$ cat src/rtl/hjdebug_seq.sv
// Autonomous register-port master for the logic-analyser debug core: loads trigger
// words, arms, polls for completion, reads the depth and drains samples to a stream.
module hjdebug_seq #(
  parameter int N       = 1,
  parameter int TRIGW   = 1,
  parameter int POLLGAP = 64,
  parameter int ACKTO   = 4096
) (
  input  logic        clk,
  input  logic        rstn,
  input  logic        cmd_start,
  input  logic        cmd_abort,
  input  logic        cfg_trans,
  input  logic [15:0] cfg_tpos,
  input  logic        trig_we,
  input  logic [5:0]  trig_addr,
  input  logic [31:0] trig_wdata,
  output logic        dbg_req,
  output logic        dbg_wr,
  output logic [11:0] dbg_addr,
  output logic [31:0] dbg_wdata,
  input  logic        dbg_ack,
  input  logic        dbg_err,
  input  logic [31:0] dbg_rdata,
  output logic        out_valid,
  input  logic        out_ready,
  output logic [31:0] out_data,
  output logic        out_last,
  output logic        busy,
  output logic        done,
  output logic        error
);
  localparam int IW = (TRIGW > 1) ? $clog2(TRIGW) : 1;
  localparam int CW = $clog2(ACKTO + 1);
  localparam int GW = $clog2(POLLGAP + 1);
  localparam logic [CW-1:0] ACK_LAST = CW'(ACKTO - 1);
  localparam logic [GW-1:0] GAP_LAST = GW'(POLLGAP - 1);
  localparam logic [6:0]    TRIG_N   = 7'(TRIGW);
  localparam logic [5:0]    TRIG_TOP = 6'(TRIGW - 1);
  localparam logic [31:0]   WPS      = 32'((N + 31) / 32);
  localparam logic [11:0]   A_CTRL   = 12'd0;
  localparam logic [11:0]   A_DEPTH  = 12'd4;
  localparam logic [11:0]   A_DATA   = 12'd8;
  localparam logic [11:0]   A_TRIG   = 12'd12;

  typedef enum logic [3:0] {IDLE, LOAD, ARM, POLL, PGAP, SIZE, DRAIN, FIN, ABT, ERR} state_t;

  state_t         state, nstate;
  logic           pend;
  logic [CW-1:0]  ack_cnt;
  logic [5:0]     idx;
  logic [GW-1:0]  gap_cnt;
  logic [31:0]    remaining;
  logic           abort_q;
  logic [15:0]    tpos_q;
  logic           trans_q;
  logic [31:0]    tbuf [2**IW];

  logic           ack_ok, tmo, aborting, accept_start;
  logic           want, issue, iss_wr;
  logic [11:0]    iss_addr;
  logic [31:0]    iss_wdata;
  logic [31:0]    size_total;

  assign busy         = (state != IDLE) && (state != FIN) && (state != ERR);
  assign done         = (state == FIN);
  assign ack_ok       = pend && dbg_ack;
  assign tmo          = pend && !dbg_ack && (ack_cnt == ACK_LAST);
  assign aborting     = (abort_q || cmd_abort) && busy && (state != ABT);
  assign accept_start = (state == IDLE) && cmd_start && !cmd_abort;
  assign size_total   = {16'd0, dbg_rdata[15:0]} * WPS;

  always_comb begin
    nstate    = state;
    want      = 1'b0;
    iss_wr    = 1'b0;
    iss_addr  = A_CTRL;
    iss_wdata = 32'd0;
    case (state)
      IDLE:  if (accept_start) nstate = LOAD;
      LOAD: begin
        want      = 1'b1;
        iss_wr    = 1'b1;
        iss_addr  = A_TRIG;
        iss_wdata = tbuf[idx[IW-1:0]];
        if (ack_ok && idx == 6'd0) nstate = ARM;
      end
      ARM: begin
        want      = 1'b1;
        iss_wr    = 1'b1;
        iss_wdata = {tpos_q, 7'b0, trans_q, 6'b0, 1'b0, 1'b1};
        if (ack_ok) nstate = POLL;
      end
      POLL: begin
        want = 1'b1;
        if (ack_ok) nstate = dbg_rdata[2] ? SIZE : PGAP;
      end
      PGAP:  if (gap_cnt == GAP_LAST) nstate = POLL;
      SIZE: begin
        want     = 1'b1;
        iss_addr = A_DEPTH;
        if (ack_ok) nstate = (size_total == 32'd0) ? FIN : DRAIN;
      end
      DRAIN: begin
        // Next read only once the held word is gone or leaves this cycle.
        want     = (remaining != 32'd0) && (!out_valid || out_ready);
        iss_addr = A_DATA;
        if (out_valid && out_ready && out_last) nstate = FIN;
      end
      ABT: begin
        want      = 1'b1;
        iss_wr    = 1'b1;
        iss_wdata = 32'h2;
        if (ack_ok) nstate = IDLE;
      end
      FIN:     nstate = IDLE;
      ERR:     nstate = IDLE;
      default: nstate = IDLE;
    endcase
    // An outstanding ack is always awaited before aborting; its status is ignored.
    if (tmo)                                       nstate = ERR;
    else if (aborting)                             nstate = (pend && !ack_ok) ? state : ABT;
    else if (ack_ok && dbg_err && state != ABT)    nstate = ERR;
    issue = want && !pend && (nstate == state);
  end

  always_ff @(posedge clk or negedge rstn) begin
    if (!rstn) begin
      state     <= IDLE;
      pend      <= 1'b0;
      ack_cnt   <= '0;
      dbg_req   <= 1'b0;
      dbg_wr    <= 1'b0;
      dbg_addr  <= 12'd0;
      dbg_wdata <= 32'd0;
      idx       <= 6'd0;
      gap_cnt   <= '0;
      remaining <= 32'd0;
      abort_q   <= 1'b0;
      error     <= 1'b0;
      out_valid <= 1'b0;
      out_last  <= 1'b0;
      out_data  <= 32'd0;
    end else begin
      state   <= nstate;
      dbg_req <= issue;
      if (issue) begin
        pend      <= 1'b1;
        ack_cnt   <= '0;
        dbg_wr    <= iss_wr;
        dbg_addr  <= iss_addr;
        dbg_wdata <= iss_wdata;
      end else if (ack_ok || tmo) begin
        pend <= 1'b0;
      end else if (pend) begin
        ack_cnt <= ack_cnt + CW'(1);
      end

      if (state == IDLE)             idx <= TRIG_TOP;
      else if (state == LOAD && ack_ok) idx <= idx - 6'd1;

      gap_cnt <= (state == PGAP) ? gap_cnt + GW'(1) : '0;

      if (state == SIZE && ack_ok)       remaining <= size_total;
      else if (state == DRAIN && ack_ok) remaining <= remaining - 32'd1;

      if (state == IDLE)                abort_q <= 1'b0;
      else if (cmd_abort && busy)       abort_q <= 1'b1;

      if (accept_start)         error <= 1'b0;
      else if (nstate == ERR)   error <= 1'b1;

      if (nstate == ABT || nstate == ERR) begin
        out_valid <= 1'b0;
        out_last  <= 1'b0;
      end else if (state == DRAIN && ack_ok) begin
        out_valid <= 1'b1;
        out_data  <= dbg_rdata;
        out_last  <= (remaining == 32'd1);
      end else if (out_valid && out_ready) begin
        out_valid <= 1'b0;
        out_last  <= 1'b0;
      end
    end
  end

  // Configuration and trigger storage carry no reset; they are rewritten before use.
  always_ff @(posedge clk) begin
    if (accept_start) begin
      tpos_q  <= cfg_tpos;
      trans_q <= cfg_trans;
    end
    if (trig_we && !busy && ({1'b0, trig_addr} < TRIG_N))
      tbuf[trig_addr[IW-1:0]] <= trig_wdata;
  end

endmodule

$ cat config.mk
export PLATFORM = sky130hd
export DESIGN_NAME = hjdebug_seq
export DESIGN_NICKNAME = d
export VERILOG_FILES = /design/src/rtl/hjdebug_seq.sv
export SDC_FILE = /design/constraint.sdc
export NUM_CORES = 1
export LEC_CHECK = 0
export ABC_AREA = 1
export CAP_MARGIN = 20
export CORE_MARGIN = 1
export CORE_UTILIZATION = 57
export DETAILED_ROUTE_END_ITERATION = 10
export GPL_TIMING_DRIVEN = 0
export PLACE_DENSITY_LB_ADDON = 0.3
export SYNTH_ARGS = -nofsm -noshare
export SYNTH_HDL_FRONTEND = slang
export SYNTH_SLANG_ARGS = --single-unit
export TNS_END_PERCENT = 50
$ cat constraint.sdc
create_clock -name clk -period 4.35 [get_ports clk]
set_clock_uncertainty 0.1 [all_clocks]
set_input_delay 0.87 -clock clk [delete_from_list [all_inputs] [get_ports clk]]
set_output_delay 0.87 -clock clk [all_outputs]
set_load 0.005 [all_outputs]
==> metrics.log, run 1 <==
INFO  metric run_status = finished clean
INFO  metric site_row_count = 47
INFO  metric postSynth.asyncResetShare = 62.5%
INFO  metric drt_first_pass_iters = 7
INFO  metric fin_ws = 1140 ps
INFO  metric worst_r2r_startpoint = idx[0]$_DFFE_PN0P_
INFO  metric cts_sinks = 216
INFO  metric power_density = around 480 mW/mm^2
INFO  metric yosys.cell_types.count = 47
INFO  metric synth.area.top_cells = sky130_fd_sc_hd__dfrtp_1 34%, sky130_fd_sc_hd__edfxtp_1 25%, sky130_fd_sc_hd__nand2_1 11%
INFO  metric finish.utilization = about 76%
INFO  metric post-synth-top-area-cell = sky130_fd_sc_hd__dfrtp_1
INFO  metric clock-root-buffer = sky130_fd_sc_hd__clkbuf_16
INFO  metric tightest_slew = 850 ps
INFO  metric critical_path_peak_fanout = 11
INFO  metric synth.yosys.seq_area_share = 59.2%
INFO  metric finalCriticalPeriod = 3210 ps
INFO  metric die_w = 133 um
INFO  metric gp_routability_congestion = 0.875
INFO  metric cts_buffers = 23
INFO  metric ctsResizeCount = 0
INFO  metric finalNetCount = ~1.4k
INFO  metric finalMaxSlewViolations = 0
INFO  metric fin_hold_ws = 243 ps
INFO  metric most_frequent_standard_cell_in_the_layout_excluding_fill_and_tap_cells = sky130_fd_sc_hd__nand2_1
INFO  metric fraction_of_final_layout_cells_with_drive_strength_greater_than_1 = approximately 8%
INFO  metric critPathArrivalTime = 3480 ps
INFO  metric start_kind = flip-flop
INFO  metric floorplan.die.height = about 130 um
INFO  metric clock_tree.buffer_depth = 3
INFO  metric detailedPlacementHpwl = 17,200 um
INFO  metric ff_latch_area = 0.00581 sq mm
INFO  metric initialDrtViolationCount = 556
INFO  metric max-slew-margin-rel = approximately 43%
INFO  metric postSynthCellCount = between 1k and 1.5k
INFO  metric finalInstanceArea = 0.0127 sq mm
INFO  metric routed_wire_length_per_instance = 16.3 um
INFO  metric worst-endpoint-required = 4620 ps
INFO  metric ys.flop_type = sky130_fd_sc_hd__dfrtp_1
INFO  metric tritoncts = done
INFO  metric hold_buffers = 0
INFO  metric area_of_the_die = 0.0177 sq mm
INFO  metric critical_path.endpoint_type = flip-flop
INFO  metric hold_violations = 0
INFO  metric post-synth-top-area-fraction = about 34%
INFO  metric cts_setup_buffers = 0
INFO  metric synth.avg_cell_area = approximately 9.3 sq um
INFO  metric reg2reg_setup_slack = 1140 ps
INFO  metric leakage_power_figure = 0.00569 uW
INFO  metric routed_wirelength = 24,800 um
INFO  metric first_global_vias = around 8.2k
INFO  metric synth_edf_count = 81
INFO  metric mostFrequentLayoutCells = 276 x sky130_fd_sc_hd__nand2_1, 166 x sky130_fd_sc_hd__clkdlybuf4s50_1, 135 x sky130_fd_sc_hd__dfrtp_1
INFO  metric drtAntennaViolNets = 0
INFO  metric cts.htree.levels = 1
INFO  metric max_clock_freq = 0.311 GHz
INFO  metric remaining_global_route_overflow = 0
INFO  metric grt_setup_unrepaired = false
INFO  metric switching_share = between 30% and 40%
INFO  metric syn_area = 0.00981 sq mm
INFO  metric average_vias_per_placed_instance = 5.40
INFO  metric via_count = 8,227
INFO  metric global_route.usage.total = 28.5%
INFO  metric syn2layout_area_growth = 29.7%
INFO  metric timing.setup.critical_path_class = flip-flop to flip-flop
INFO  metric final_min_period_over_clock_period = 73.8%
INFO  metric yosys_warning_total = 0
INFO  metric clock_power_share = 32.2%
INFO  metric grt_start_max_net_pins = 70
INFO  metric fill_cells = 1,152
INFO  metric worst_ir_drop_vdd = 0.507 mV
INFO  metric initial_core_util = around 59%
INFO  metric antenna_violations_before_repair = 0
INFO  metric r2r.worst_path.cells = 16
INFO  metric antennaDiodeCount = 0
INFO  metric clk_latency = about 520 ps
INFO  metric pin_count = 178
INFO  metric switching_power = around 2000 uW
INFO  metric worst_setup_hold_path_clk_slew = 60 ps
INFO  metric coreArea = 0.0167 sq mm
INFO  metric timing.rr.end = dbg_wdata[22]$_DFFE_PN0P_
INFO  metric post-place-ws = 1010 ps
INFO  metric cap_viol_max_count = 0
INFO  metric final_number_of_setup_violating_endpoints = 0
INFO  metric internal_power = 4160 uW
INFO  metric io_buffers = ~170
INFO  metric combPwrFrac = around 28%
INFO  metric multi_input_comb_area = 0.00350 sq mm
INFO  metric placedInstanceArea = 0.0120 sq mm
INFO  metric hold_path_class = input port to async pin
INFO  metric share_seq_of_total_power = 39.4%
INFO  metric drc = 0
INFO  metric grt_first_pass_wirelength = 40,200 um
INFO  metric postSynthRegisterBits = ~220
flip-flops by register name, summed over array words and instances (netlist names), 6 cells and up:
signal and flops:
remaining 32, idx 6, dbg_wdata 32, ack_cnt 13
tbuf 64, gap_cnt 7, out_data 32, tpos_q 16
metrics by stage:
stage               setup TNS (ps)  instances  power [uW]
floorplan                        0       1093        3460
CTS                              0       1523        6170
global route                     0       1523        6440
finish                           0       1523        6160
global placement           -426840       1480        4120
detailed placement               0       1482        4170
worst max-delay path: stages (launching register included):
cell                       delay, ps
sky130_fd_sc_hd__dfrtp_1         350
sky130_fd_sc_hd__clkbuf_1        180
sky130_fd_sc_hd__inv_1           240
sky130_fd_sc_hd__clkbuf_1        440
sky130_fd_sc_hd__ha_1            240
sky130_fd_sc_hd__nand2_1          60
sky130_fd_sc_hd__nor2_1          120
sky130_fd_sc_hd__nand2_1          70
sky130_fd_sc_hd__nand2_1          60
sky130_fd_sc_hd__nand2_1          70
sky130_fd_sc_hd__nor2_1           90
sky130_fd_sc_hd__nand4_1          90
sky130_fd_sc_hd__nand2_1         100
sky130_fd_sc_hd__nand3_1          90
sky130_fd_sc_hd__nand3_2         140
sky130_fd_sc_hd__clkbuf_1        460
sky130_fd_sc_hd__o21ai_1         150
power by group through the flow:
stage	sequential (uW)	combinational, uW	clock (uW)
after floorplan	2440	1020	0
after global placement	2450	1670	0
after detailed placement	2460	1720	0
after CTS	2420	1750	2010
after global routing	2440	1910	2090
final	2430	1750	1980
layer usage:
metal	track usage, %	part of all wire, %	vias up
li1	-	-	3916
met1	34.5	39	3939
met2	52.2	52	317
met3	4.87	6.0	55
met4	8.59	2.6	0
met5	0	0	-
logic make-up (layout without fill, tap and decap cells):
| logic type | after synthesis | after routing | share of synthesized area, % |
|---|---|---|---|
| AND/OR/NAND/NOR | 506 | 506 | 22.2 |
| flip-flops | 216 | 216 | 59.2 |
| AO/OA/AOI/OAI | 151 | 151 | 8.56 |
| buffers and inverters | 148 | 358 | 6.66 |
| multiplexers | 13 | 13 | 1.49 |
| XOR/XNOR | 10 | 10 | 0.893 |
| adder cells (fa/ha/maj) | 7 | 7 | 0.893 |
| other | 1 | 42 | 0.0382 |
Yosys cell counts, types with 5 or more instances:
| cell type | count |
|---|---|
| sky130_fd_sc_hd__nand2_2 | 7 |
| sky130_fd_sc_hd__nand4_1 | 13 |
| sky130_fd_sc_hd__nor3_1 | 23 |
| sky130_fd_sc_hd__o211ai_1 | 7 |
| sky130_fd_sc_hd__mux2_2 | 13 |
| sky130_fd_sc_hd__inv_1 | 96 |
| sky130_fd_sc_hd__buf_6 | 5 |
| sky130_fd_sc_hd__o21ai_1 | 27 |
| sky130_fd_sc_hd__clkbuf_1 | 17 |
| sky130_fd_sc_hd__nand3_1 | 76 |
| sky130_fd_sc_hd__buf_4 | 10 |
| sky130_fd_sc_hd__edfxtp_1 | 81 |
| sky130_fd_sc_hd__xor2_1 | 6 |
| sky130_fd_sc_hd__inv_2 | 5 |
| sky130_fd_sc_hd__nor2_2 | 5 |
| sky130_fd_sc_hd__o21ai_2 | 5 |
| sky130_fd_sc_hd__nand2_1 | 276 |
| sky130_fd_sc_hd__o21ai_0 | 37 |
| sky130_fd_sc_hd__or2_2 | 5 |
| sky130_fd_sc_hd__nor2_1 | 84 |
| sky130_fd_sc_hd__ha_1 | 7 |
| sky130_fd_sc_hd__dfrtp_1 | 135 |
| sky130_fd_sc_hd__a21oi_1 | 60 |
| sky130_fd_sc_hd__buf_2 | 9 |
cell type report:
class / count / share of cell area (%)
Buffer: 44 / 2.07
Clock buffer: 33 / 4.98
Clock inverter: 8 / 0.993
Inverter: 104 / 3.07
Multi-Input combinational cell: 729 / 27.5
Sequential cell: 216 / 45.7
Tap cell: 220 / 2.16
Timing Repair Buffer: 169 / 13.6
worst max path at each step:
stage                             from                   endpoint  slack (ps)  depth (start not counted)
CTS                 idx[0]$_DFFE_PN0P_  dbg_wdata[22]$_DFFE_PN0P_        1150                         16
global placement                  rstn         idx[1]$_DFFE_PN0P_       -3170                          1
global route        idx[0]$_DFFE_PN0P_  dbg_wdata[22]$_DFFE_PN0P_         840                         16
floorplan           idx[0]$_DFFE_PN0P_     ack_cnt[0]$_DFFE_PN0P_        1930                         19
detailed placement             dbg_ack  dbg_wdata[29]$_DFFE_PN0P_        1010                         13
finish              idx[0]$_DFFE_PN0P_  dbg_wdata[22]$_DFFE_PN0P_        1140                         16
No activity file was read; power rests on OpenSTA's default activity.
==> inputs of run 2 (changes only) <==
CORE_UTILIZATION = 48   (was 57)
clock period = 2.7 ns   (was 4.35 ns; I/O delays follow)
==> metrics.log, run 2 (synthesized netlist as in run 1, its figures left out) <==
INFO  metric run_status = finished clean (unchanged)
INFO  metric fill_cells = 1,582 (was 1,152)
INFO  metric die_w = 145 um (was 133 um)
INFO  metric tritoncts = done (unchanged)
INFO  metric fin_hold_ws = 369 ps (was 243 ps)
INFO  metric grt_util_met3 = 3.65% (was 4.87%)
INFO  metric drt_first_pass_iters = 5 (was 7)
INFO  metric final_cell_count_without_fillers = 1,575 (was 1,523)
INFO  metric hold_path_class = flip-flop to flip-flop (was input port to async pin)
INFO  metric power_density = 773 mW/mm^2 (was 484 mW/mm^2)
INFO  metric gp_routability_congestion = 0.929 (was 0.875)
INFO  metric crit_path_top_delay_cell = sky130_fd_sc_hd__clkdlybuf4s50_1 (was sky130_fd_sc_hd__clkbuf_1)
INFO  metric timing.critical_path.buf_inv = 4 (unchanged)
INFO  metric global_route.usage.total = 23.1% (was 28.5%)
INFO  metric clock_tree.buffer_depth = 3 (unchanged)
INFO  metric coreArea = 0.0197 sq mm (was 0.0167 sq mm)
INFO  metric routed_wirelength = 23,900 um (was 24,800 um)
INFO  metric syn2layout_area_growth = 31.5% (was 29.7%)
INFO  metric largest_reg_flops = 64 (unchanged)
INFO  metric hold_violations = 0 (unchanged)
INFO  metric leakage_power_figure = 0.00575 uW (was 0.00569 uW)
INFO  metric detailedPlacementHpwl = 17,100 um (was 17,200 um)
INFO  metric finalMaxSlewViolations = 0 (unchanged)
INFO  metric max_clock_freq = slightly below 0.4 GHz
INFO  metric area_of_the_die = 0.0210 sq mm (was 0.0177 sq mm)
INFO  metric share_seq_of_total_power = 39.2% (was 39.4%)
INFO  metric finalNetCount = 1,394 (was 1,389)
INFO  metric antenna_violations_before_repair = 0 (unchanged)
INFO  metric clock-root-buffer = sky130_fd_sc_hd__clkbuf_16 (unchanged)
INFO  metric average_vias_per_placed_instance = 5.13 (was 5.40)
INFO  metric max-slew-margin-rel = 47.3% (was 43.3%)
INFO  metric ff_latch_area = 0.00581 sq mm (about the same)
INFO  metric initialDrtViolationCount = 499 (was 556)
INFO  metric grt-busiest-layer = met2 (unchanged)
INFO  metric critical_path.most_common_cell = sky130_fd_sc_hd__inv_2 (was sky130_fd_sc_hd__nand2_1)
INFO  metric first_global_vias = 8,013 (was 8,245)
INFO  metric io_buffers = 167 (unchanged)
INFO  metric start_kind = flip-flop (unchanged)
INFO  metric internal_power = 6730 uW (was 4160 uW)
INFO  metric antennaDiodeCount = 0 (unchanged)
INFO  metric grt_setup_unrepaired = false (unchanged)
INFO  metric cts.htree.levels = 1 (unchanged)
INFO  metric routed_wire_length_per_instance = 15.2 um (was 16.3 um)
INFO  metric critPathArrivalTime = 1890 ps (was 3480 ps)
INFO  metric timing.setup.critical_path_class = flip-flop to output port (was flip-flop to flip-flop)
INFO  metric grt_start_max_net_pins = 93 (was 70)
INFO  metric cell_by_cell_listing_of_the_critical_path = inv_2 -> nand2_4 -> inv_2 -> nand2_1 -> inv_1 -> clkdlybuf4s50_1 (was clkbuf_1 -> inv_1 -> clkbuf_1 -> ha_1 -> nand2_1 -> nor2_1 -> nand2_1 -> nand2_1 -> nand2_1 -> nor2_1 -> nand4_1 -> nand2_1 -> nand3_1 -> nand3_2 -> clkbuf_1 -> o21ai_1)
INFO  metric cap_viol_max_count = 0 (unchanged)
INFO  metric mostFrequentLayoutCells = 274 x sky130_fd_sc_hd__nand2_1, 165 x sky130_fd_sc_hd__clkdlybuf4s50_1, 132 x sky130_fd_sc_hd__dfrtp_1 (was 276 x sky130_fd_sc_hd__nand2_1, 166 x sky130_fd_sc_hd__clkdlybuf4s50_1, 135 x sky130_fd_sc_hd__dfrtp_1)
INFO  metric drtAntennaViolNets = 0 (unchanged)
INFO  metric clk_latency = 530 ps (was 520 ps)
INFO  metric initial_core_util = 49.7% (was 58.7%)
INFO  metric via_count = 8,079 (was 8,227)
INFO  metric tightest_slew = 790 ps (was 850 ps)
INFO  metric pin_count = 178 (unchanged)
INFO  metric most_frequent_standard_cell_in_the_layout_excluding_fill_and_tap_cells = sky130_fd_sc_hd__nand2_1 (unchanged)
INFO  metric critical_path_s_top_delay_family = buffers and inverters (unchanged)
INFO  metric worst_setup_hold_path_clk_slew = 60 ps (about the same)
INFO  metric remaining_global_route_overflow = 0 (unchanged)
INFO  metric worst-endpoint-required = 2060 ps (was 4620 ps)
INFO  metric grt.met1_usage = 28.4% (was 34.5%)
INFO  metric combPwrFrac = 28.6% (was 28.5%)
INFO  metric final_min_period_over_clock_period = 93.9%
INFO  metric final_number_of_setup_violating_endpoints = 0 (unchanged)
INFO  metric site_row_count = 51 (was 47)
INFO  metric grt_first_pass_wirelength = 39,200 um (was 40,200 um)
INFO  metric finish.utilization = 65.4% (was 76.2%)
INFO  metric fraction_of_final_layout_cells_with_drive_strength_greater_than_1 = 10.1% (was 8.21%)
INFO  metric global_routing_met2_resource_utilization = 40.5% (was 52.2%)
INFO  metric worst_ir_drop_vdd = 0.557 mV (was 0.507 mV)
INFO  metric cts_sinks = 216 (unchanged)
INFO  metric finalCriticalPeriod = 2530 ps
INFO  metric drc = 0 (unchanged)
INFO  metric cts_buffers = 24 (was 23)
INFO  metric switching_power = 3240 uW (was 1990 uW)
INFO  metric dp.cells = 1,527 (was 1,482)
INFO  metric multi_input_comb_area = 0.00353 sq mm (was 0.00350 sq mm)
INFO  metric floorplan.die.height = 145 um (was 133 um)
INFO  metric critical_path_peak_fanout = 7 (was 11)
INFO  metric cpPeakStageDelay = 520 ps (was 460 ps)
INFO  metric switching_share = 32.5% (was 32.4%)
INFO  metric critical_path.endpoint_type = output port (was flip-flop)
INFO  metric clock_power_share = 32.3% (was 32.2%)
[run 2: layer usage]
metal | vias to the layer above | routed length (um)
met4 | 0 | 779
met3 | 49 | 1310
li1 | 3932 | -
met1 | 3843 | 9840
met2 | 255 | 11900
met5 | - | 0
[run 2: worst paths after layout]
kind | startpoint | end | slack, ps | cells after the start
setup / recovery | state[3]$_DFF_PN0_ | done | 170 | 6
hold / removal | idx[4]$_DFFE_PN0P_ | idx[4]$_DFFE_PN0P_ | 370 | 1
setup reg to reg | state[1]$_DFF_PN0_ | dbg_wdata[18]$_DFFE_PN0P_ | 200 | 15
hold reg to reg | idx[4]$_DFFE_PN0P_ | idx[4]$_DFFE_PN0P_ | 370 | 1
max in group asynchronous | rstn | state[2]$_DFF_PN0_ | 1240 | 3
min in group asynchronous | rstn | dbg_wdata[11]$_DFFE_PN0P_ | 450 | 2
[run 2: through the flow]
stage | area (sq um) | power (uW) | setup slack, ps | TNS (ps)
6_report | 12900 | 9980 | 166 | 0
3_3_place_gp | 12000 | 6670 | -4700 | -669460
4_1_cts | 12800 | 9960 | 7.95 | 0
2_1_floorplan | 9960 | 5580 | 280 | 0
5_1_grt | 12900 | 10500 | 5.17 | 0
3_5_place_dp | 12000 | 6730 | -482 | -29580
[run 2: power by group through the flow]
| stage | combinational [uW] | sequential, uW | clock, uW |
|---|---|---|---|
| floorplan | 1650 | 3930 | 0 |
| global placement | 2710 | 3950 | 0 |
| detailed placement | 2770 | 3960 | 0 |
| CTS | 2790 | 3900 | 3270 |
| global route | 3130 | 3940 | 3400 |
| finish | 2850 | 3910 | 3220 |
[run 2: final cells by class]
cell class	instances	area share, %
clock buffers	31	5.27
multi-input cells	729	27.3
repair buffers	175	13.8
well taps	265	2.57
clock inverters	13	0.873
inverters	104	3.08
flip-flops and latches	216	45.1
plain buffers	42	2.02
[run 2: repair_timing]
| item | in CTS | in global routing |
|---|---|---|
| setup buffers | 1 | 4 |
| hold endpoints to repair | 43 | 0 |
| endpoints found under the setup margin | 84 | 87 |
| gates resized for setup | 3 | 13 |
| pin swaps | 0 | 1 |
| hold buffers | 1 | 0 |
==> inputs of run 3 (changes only) <==
CORE_MARGIN = default   (was 1)
==> results of run 3 <==
Same layout as run 2: the final DEF is identical, and so are final timing and power.
